**config.mk**
```make
export PLATFORM = sky130hd
export DESIGN_NAME = key_frame_rx
export DESIGN_NICKNAME = d
export VERILOG_FILES = /design/src/rtl/cw_uart_pkg.sv /design/src/rtl/cw_uart_byte_rx.sv /design/src/rtl/key_frame_rx.sv
export SDC_FILE = /design/constraint.sdc
export NUM_CORES = 1
export LEC_CHECK = 0
export ABC_AREA = 1
export ABC_CLOCK_PERIOD_IN_PS = 8400
export BUFFER_PORTS_ARGS = -buffer_cell sky130_fd_sc_hd__buf_4
export CAP_MARGIN = 20
export CORE_MARGIN = 1.5
export CORE_UTILIZATION = 60
export DETAILED_ROUTE_END_ITERATION = 8
export PLACE_DENSITY = 0.78
export RECOVER_POWER = 50
export SYNTH_ARGS = -nofsm -noshare
export SYNTH_HDL_FRONTEND = slang
export SYNTH_SLANG_ARGS = --single-unit
```
**constraint.sdc**
```tcl
create_clock -name clk_i -period 8.4 [get_ports clk_i]
set_input_delay 0.84 -clock clk_i [delete_from_list [all_inputs] [get_ports clk_i]]
set_output_delay 0.84 -clock clk_i [all_outputs]
set_load 0.02 [all_outputs]
```
**src/rtl/cw_uart_pkg.sv**
```systemverilog
// rtl/cw_uart_pkg.sv - shared UART receive types and constants
package cw_uart_pkg;

  localparam int UART_DATA_BITS = 8;

  typedef enum logic [1:0] {
    IDLE  = 2'd0,
    START = 2'd1,
    DATA  = 2'd2,
    STOP  = 2'd3
  } rx_state_e;

endpackage

```
**src/rtl/cw_uart_byte_rx.sv**
```systemverilog
// rtl/cw_uart_byte_rx.sv - 8N1 byte receiver with input synchroniser
module cw_uart_byte_rx
  import cw_uart_pkg::*;
#(
  parameter int CLKS_PER_BIT = 87
) (
  input  logic                      clk_i,
  input  logic                      rst_i,
  input  logic                      rx_serial_i,
  output logic [UART_DATA_BITS-1:0] byte_o,
  output logic                      byte_valid_o,
  output logic                      byte_err_o,
  output logic                      busy_o
);

  localparam int CNT_W  = $clog2(CLKS_PER_BIT);
  localparam int IDX_W  = $clog2(UART_DATA_BITS);
  localparam int HALF   = (CLKS_PER_BIT - 1) / 2;

  rx_state_e                 state;
  logic                      rx_meta;
  logic                      rx_sync;
  logic [CNT_W-1:0]          clk_cnt;
  logic [IDX_W-1:0]          bit_idx;
  logic [UART_DATA_BITS-1:0] shift;

  assign busy_o = (state != IDLE);

  always_ff @(posedge clk_i or negedge rst_i) begin
    if (!rst_i) begin
      rx_meta      <= 1'b1;
      rx_sync      <= 1'b1;
      state        <= IDLE;
      clk_cnt      <= '0;
      bit_idx      <= '0;
      shift        <= '0;
      byte_o       <= '0;
      byte_valid_o <= 1'b0;
      byte_err_o   <= 1'b0;
    end else begin
      rx_meta      <= rx_serial_i;
      rx_sync      <= rx_meta;
      byte_valid_o <= 1'b0;
      byte_err_o   <= 1'b0;
      case (state)
        IDLE: begin
          clk_cnt <= '0;
          bit_idx <= '0;
          if (!rx_sync) state <= START;
        end
        START: begin
          // a start bit that is high again at its midpoint is treated as noise
          if (clk_cnt == CNT_W'(HALF)) begin
            clk_cnt <= '0;
            state   <= rx_sync ? IDLE : DATA;
          end else begin
            clk_cnt <= clk_cnt + 1'b1;
          end
        end
        DATA: begin
          if (clk_cnt == CNT_W'(CLKS_PER_BIT - 1)) begin
            clk_cnt        <= '0;
            shift[bit_idx] <= rx_sync;
            if (bit_idx == IDX_W'(UART_DATA_BITS - 1)) begin
              bit_idx <= '0;
              state   <= STOP;
            end else begin
              bit_idx <= bit_idx + 1'b1;
            end
          end else begin
            clk_cnt <= clk_cnt + 1'b1;
          end
        end
        STOP: begin
          // leaves at mid-stop-bit so a back-to-back start edge is not missed
          if (clk_cnt == CNT_W'(CLKS_PER_BIT - 1)) begin
            clk_cnt      <= '0;
            byte_o       <= shift;
            byte_valid_o <= rx_sync;
            byte_err_o   <= ~rx_sync;
            state        <= IDLE;
          end else begin
            clk_cnt <= clk_cnt + 1'b1;
          end
        end
        default: state <= IDLE;
      endcase
    end
  end

endmodule

```
**src/rtl/key_frame_rx.sv**
```systemverilog
// rtl/key_frame_rx.sv - assembles UART bytes into a key word with gap timeout and zeroize
module key_frame_rx
  import cw_uart_pkg::*;
#(
  parameter int CLKS_PER_BIT = 87,
  parameter int NUM_BYTES    = 32,
  parameter int GAP_BITS     = 20
) (
  input  logic                   clk_i,
  input  logic                   rst_i,
  input  logic                   rx_serial_i,
  input  logic                   clear_i,
  output logic [8*NUM_BYTES-1:0] key_o,
  output logic                   key_valid_o,
  output logic                   frame_err_o,
  output logic                   busy_o
);

  localparam int CNT_W     = (NUM_BYTES > 1) ? $clog2(NUM_BYTES) : 1;
  localparam int GAP_LIMIT = GAP_BITS * CLKS_PER_BIT;
  localparam int GAP_W     = $clog2(GAP_LIMIT);

  logic [UART_DATA_BITS-1:0] rx_byte;
  logic                      rx_valid;
  logic                      rx_err;
  logic                      rx_busy;
  logic [CNT_W-1:0]          byte_cnt;
  logic [GAP_W-1:0]          gap_cnt;
  logic [8*NUM_BYTES-1:0]    stage;
  logic [8*NUM_BYTES-1:0]    stage_next;
  logic                      last_slot;
  logic                      gap_hit;

  cw_uart_byte_rx #(
    .CLKS_PER_BIT(CLKS_PER_BIT)
  ) u_byte_rx (
    .clk_i       (clk_i),
    .rst_i       (rst_i),
    .rx_serial_i (rx_serial_i),
    .byte_o      (rx_byte),
    .byte_valid_o(rx_valid),
    .byte_err_o  (rx_err),
    .busy_o      (rx_busy)
  );

  always_comb begin
    stage_next = stage;
    stage_next[{byte_cnt, 3'b000} +: 8] = rx_byte;
  end

  assign last_slot = (byte_cnt == CNT_W'(NUM_BYTES - 1));
  assign gap_hit   = (byte_cnt != '0) && (gap_cnt == GAP_W'(GAP_LIMIT - 1));
  assign busy_o    = (byte_cnt != '0) || rx_busy;

  // priority: zeroize, then receive error, then new byte, then gap timeout
  always_ff @(posedge clk_i or negedge rst_i) begin
    if (!rst_i) begin
      key_o       <= '0;
      key_valid_o <= 1'b0;
      frame_err_o <= 1'b0;
      stage       <= '0;
      byte_cnt    <= '0;
      gap_cnt     <= '0;
    end else begin
      key_valid_o <= 1'b0;
      frame_err_o <= 1'b0;
      if (clear_i) begin
        key_o    <= '0;
        stage    <= '0;
        byte_cnt <= '0;
        gap_cnt  <= '0;
      end else if (rx_err) begin
        stage       <= '0;
        byte_cnt    <= '0;
        gap_cnt     <= '0;
        frame_err_o <= 1'b1;
      end else if (rx_valid) begin
        gap_cnt <= '0;
        if (last_slot) begin
          key_o       <= stage_next;
          key_valid_o <= 1'b1;
          stage       <= '0;
          byte_cnt    <= '0;
        end else begin
          stage    <= stage_next;
          byte_cnt <= byte_cnt + 1'b1;
        end
      end else if (gap_hit) begin
        stage       <= '0;
        byte_cnt    <= '0;
        gap_cnt     <= '0;
        frame_err_o <= 1'b1;
      end else if (byte_cnt != '0) begin
        gap_cnt <= gap_cnt + 1'b1;
      end
    end
  end

endmodule

```
==> results.sh <==
export IMPL_dpl_worst_slack_ns=4.38
export IMPL_ys_types=38
export IMPL_p_sw_mw=1.22
export IMPL_die_height_um=213
export IMPL_synth_area_um2=26600
export IMPL_power_leakage_nw=16.4
export IMPL_final_nets=3607
export IMPL_ctsHoldBuffers=0
export IMPL_synthArstFlopShare_pct=100
export IMPL_met1_length_mm=31.4
export IMPL_cts_made_buffers=57
export IMPL_min_path_type="in -> async"
export IMPL_finClkSkew_ns=0.0267
export IMPL_worstMarginPinSlew_ns=3.98
export IMPL_gp_congestion=0.906
export IMPL_ir_drop_v=0.000145
export IMPL_num_rows=76
export IMPL_synthTopCellsByArea="dfrtp_1, nand2_1, nand3_1"
export IMPL_clock_sinks=562
export IMPL_grt_pass1_wl_mm=120
export IMPL_synth_edf_count=0
export IMPL_grt_max_degree=198
export IMPL_setup_ws_ns=3.33
export IMPL_clockRootBuffer="clkbuf_16"
export IMPL_cts_tree="built"
export IMPL_layoutNonFillerInstCount=4224
export IMPL_yosys_warnings=0
export IMPL_required_ns=8.18
export IMPL_core_um2=43400
export IMPL_cts_buffer_depth=3
export IMPL_vias=23900
export IMPL_p_per_area_nw_per_um2=187
export IMPL_antenna_found_initial=0
export IMPL_crit_type="in -> async"
export IMPL_highest_layer="met4"
export IMPL_fin_hold_ws_ns=0.310
export IMPL_grt_pass1_vias=22900
export IMPL_ys_seq_elements=562
export IMPL_p_int_mw=4.36
export IMPL_status="complete, but fails checks"
export IMPL_finalSetupTns_ns=0
export IMPL_setup_viol=0
export IMPL_end_kind="async pin"
export IMPL_p_comb_share_pct=2.4
export IMPL_cp_startpoint="rst_i"
export IMPL_violations="max-capacitance violations, max-slew violations"
export IMPL_cts_setup_buffers=0
export IMPL_seqPwrFrac_pct=48.7
export IMPL_worstPathArrival_ns=4.85
export IMPL_p_sw_share_pct=21.9
export IMPL_cts_resized=0
export IMPL_syn_num_nets=3417
export IMPL_post_route_util_pct=69.1
export IMPL_met3_wirelength_mm=5.94
export IMPL_r2r_start="byte_cnt[0]$_DFFE_PN0P_"
export IMPL_wl_met2_mm=35.0
export IMPL_start_util_pct=61.3
export IMPL_grt_usage_pct=33.7
export IMPL_drcViolationCount=0
export IMPL_power_mw=5.59
export IMPL_postLayoutCellArea_um2=29900
export IMPL_max_freq_ghz=0.197
export IMPL_dpl_hpwl_mm=49.8
export IMPL_postPlaceCellArea_um2=28700
export IMPL_slew_violations=365
export IMPL_io_buffers=262
export IMPL_drt_iter0_markers=2743
export IMPL_min_period_ns=5.07
export IMPL_hold_violations=0
export IMPL_rsz0062_at_grt="no"
export IMPL_h_tree_depth=2
export IMPL_vias_per_cell=5.65
export IMPL_grt_ovfl_total=0
export IMPL_synth_top_area_share_pct=52.8
export IMPL_drv_cap=3
export IMPL_ys_seq_area_share_pct=53.0
export IMPL_wl_per_cell_um=18.0
export IMPL_insertion_delay_ns=0.62
export IMPL_start_kind="input pin"
export IMPL_routed_wl_mm=76.1
export IMPL_ys_flop_type="dfrtp_1"
export IMPL_fin_crit_sh_pct=60.3
export IMPL_path_clk_slew_ns=0.06
export IMPL_syn_inst=3401
export IMPL_dieArea_um2=45500
export IMPL_ant_nets=0
export IMPL_area_growth_syn_to_layout_pct=12.7
export IMPL_drive_gt1_share_pct=7.39
export IMPL_first_pass_iters=6
export IMPL_die_x_um=213
export IMPL_clock_power_share_pct=48.8
export IMPL_dp_cells=4116
export IMPL_cp_max_fo=126
export IMPL_synth_top_cell_by_area="dfrtp_1"
export IMPL_ioPinCount=263
export IMPL_avgSynthCellArea_um2=7.81
export IMPL_slew_headroom_pct=-165
-- synth_stat cells (2+ instances only) --
cell and number:
a21oi_1 11, buf_1 4, buf_2 23, buf_4 4
buf_6 23, clkbuf_1 92, clkinv_1 10, dfrtp_1 560
dfstp_2 2, ha_1 12, inv_1 322, inv_2 21
nand2_1 1409, nand2_2 9, nand2_4 10, nand3_1 627
nand4_1 36, nor2_1 66, nor2_2 5, nor2_4 16
nor2_8 7, nor3_1 11, o211ai_1 8, o21ai_0 93
or2_2 2, xor2_1 6
-- metal layers --
layer / vias to the layer above / global-route usage, %
li1: 11100 / -
met1: 11500 / 45.4
met2: 1067 / 53.3
met3: 214 / 6.36
met4: 0 / 15.7
met5: - / 0
-- critical path, stage by stage --
cell and delay, ns:
buf_8 0.64, clkbuf_1 0.38, clkbuf_1 2.85
-- power by group through the flow --
stage / Sequential, mW / Clock (mW) / Combinational [mW]
3_5_place_dp: 2.77 / 0 / 0.141
2_1_floorplan: 2.77 / 0 / 0.0698
3_3_place_gp: 2.77 / 0 / 0.139
6_report: 2.72 / 2.73 / 0.137
4_1_cts: 2.72 / 2.75 / 0.141
5_1_grt: 2.72 / 2.86 / 0.155
-- flip-flops by register name, indices dropped and copies added, names as in the netlist, named ones only --
signal / cells
u_byte_rx.clk_cnt: 7
u_byte_rx.bit_idx: 3
frame_err_o: 1
u_byte_rx.byte_valid_o: 1
u_byte_rx.byte_o: 8
u_byte_rx.rx_sync: 1
key_o: 256
u_byte_rx.state: 1
stage: 256
gap_cnt: 11
u_byte_rx.rx_meta: 1
byte_cnt: 5
u_byte_rx.shift: 8
u_byte_rx.byte_err_o: 1
key_valid_o: 1
-- cell usage in the layout (no fill, tap or decap), drive strengths merged, types with 9 or more instances in the layout --
cell,count
nand2,1429
nand3,629
dfrtp,560
inv,344
clkbuf,267
o21ai,94
nor2,94
buf,88
nand4,36
clkinv,27
ha,12
nor3,11
a21oi,11
bufinv,9
-- cell type report --
type                       count  area (µm²)
timing repair buffer         278        1400
antenna                        1        2.50
clock buffer                  77        1620
inverter                     354        1340
sequential                   562       14100
clock inverter                29         385
multi-input combinational   2338       10400
fill                        3661       13400
tap                          585         732
-- kinds of logic (layout without fill, tap and decap cells) --
family                     Yosys count  count (layout)  synth area share, %
AOI/OAI and AO/OA                  115             115                 2.27
xor gates and xnor gates             7               7                0.231
and+or+nand+nor                   2204            2204                 36.0
buffers and inverters              501             738                 7.96
adders and majority gates           12              12                0.565
other                                0               1                    0
DFF                                562             562                 53.0
-- path summary, 6_finish.rpt --
| kind | to | slack, ns | depth (start not counted) |
|---|---|---|---|
| worst max-delay path | key_o[19]$_DFFE_PN0P_ | 3.33 | 3 |
| worst min-delay path | key_o[115]$_DFFE_PN0P_ | 0.31 | 1 |
| worst max register to register | key_o[6]$_DFFE_PN0P_ | 4.23 | 14 |
| worst min register to register | u_byte_rx.rx_sync$_DFF_PN1_ | 0.35 | 0 |
| max in group clk_i | key_o[6]$_DFFE_PN0P_ | 4.23 | 14 |
| min in group clk_i | u_byte_rx.rx_meta$_DFF_PN1_ | 0.35 | 1 |
(Power assumes the default switching activity.)
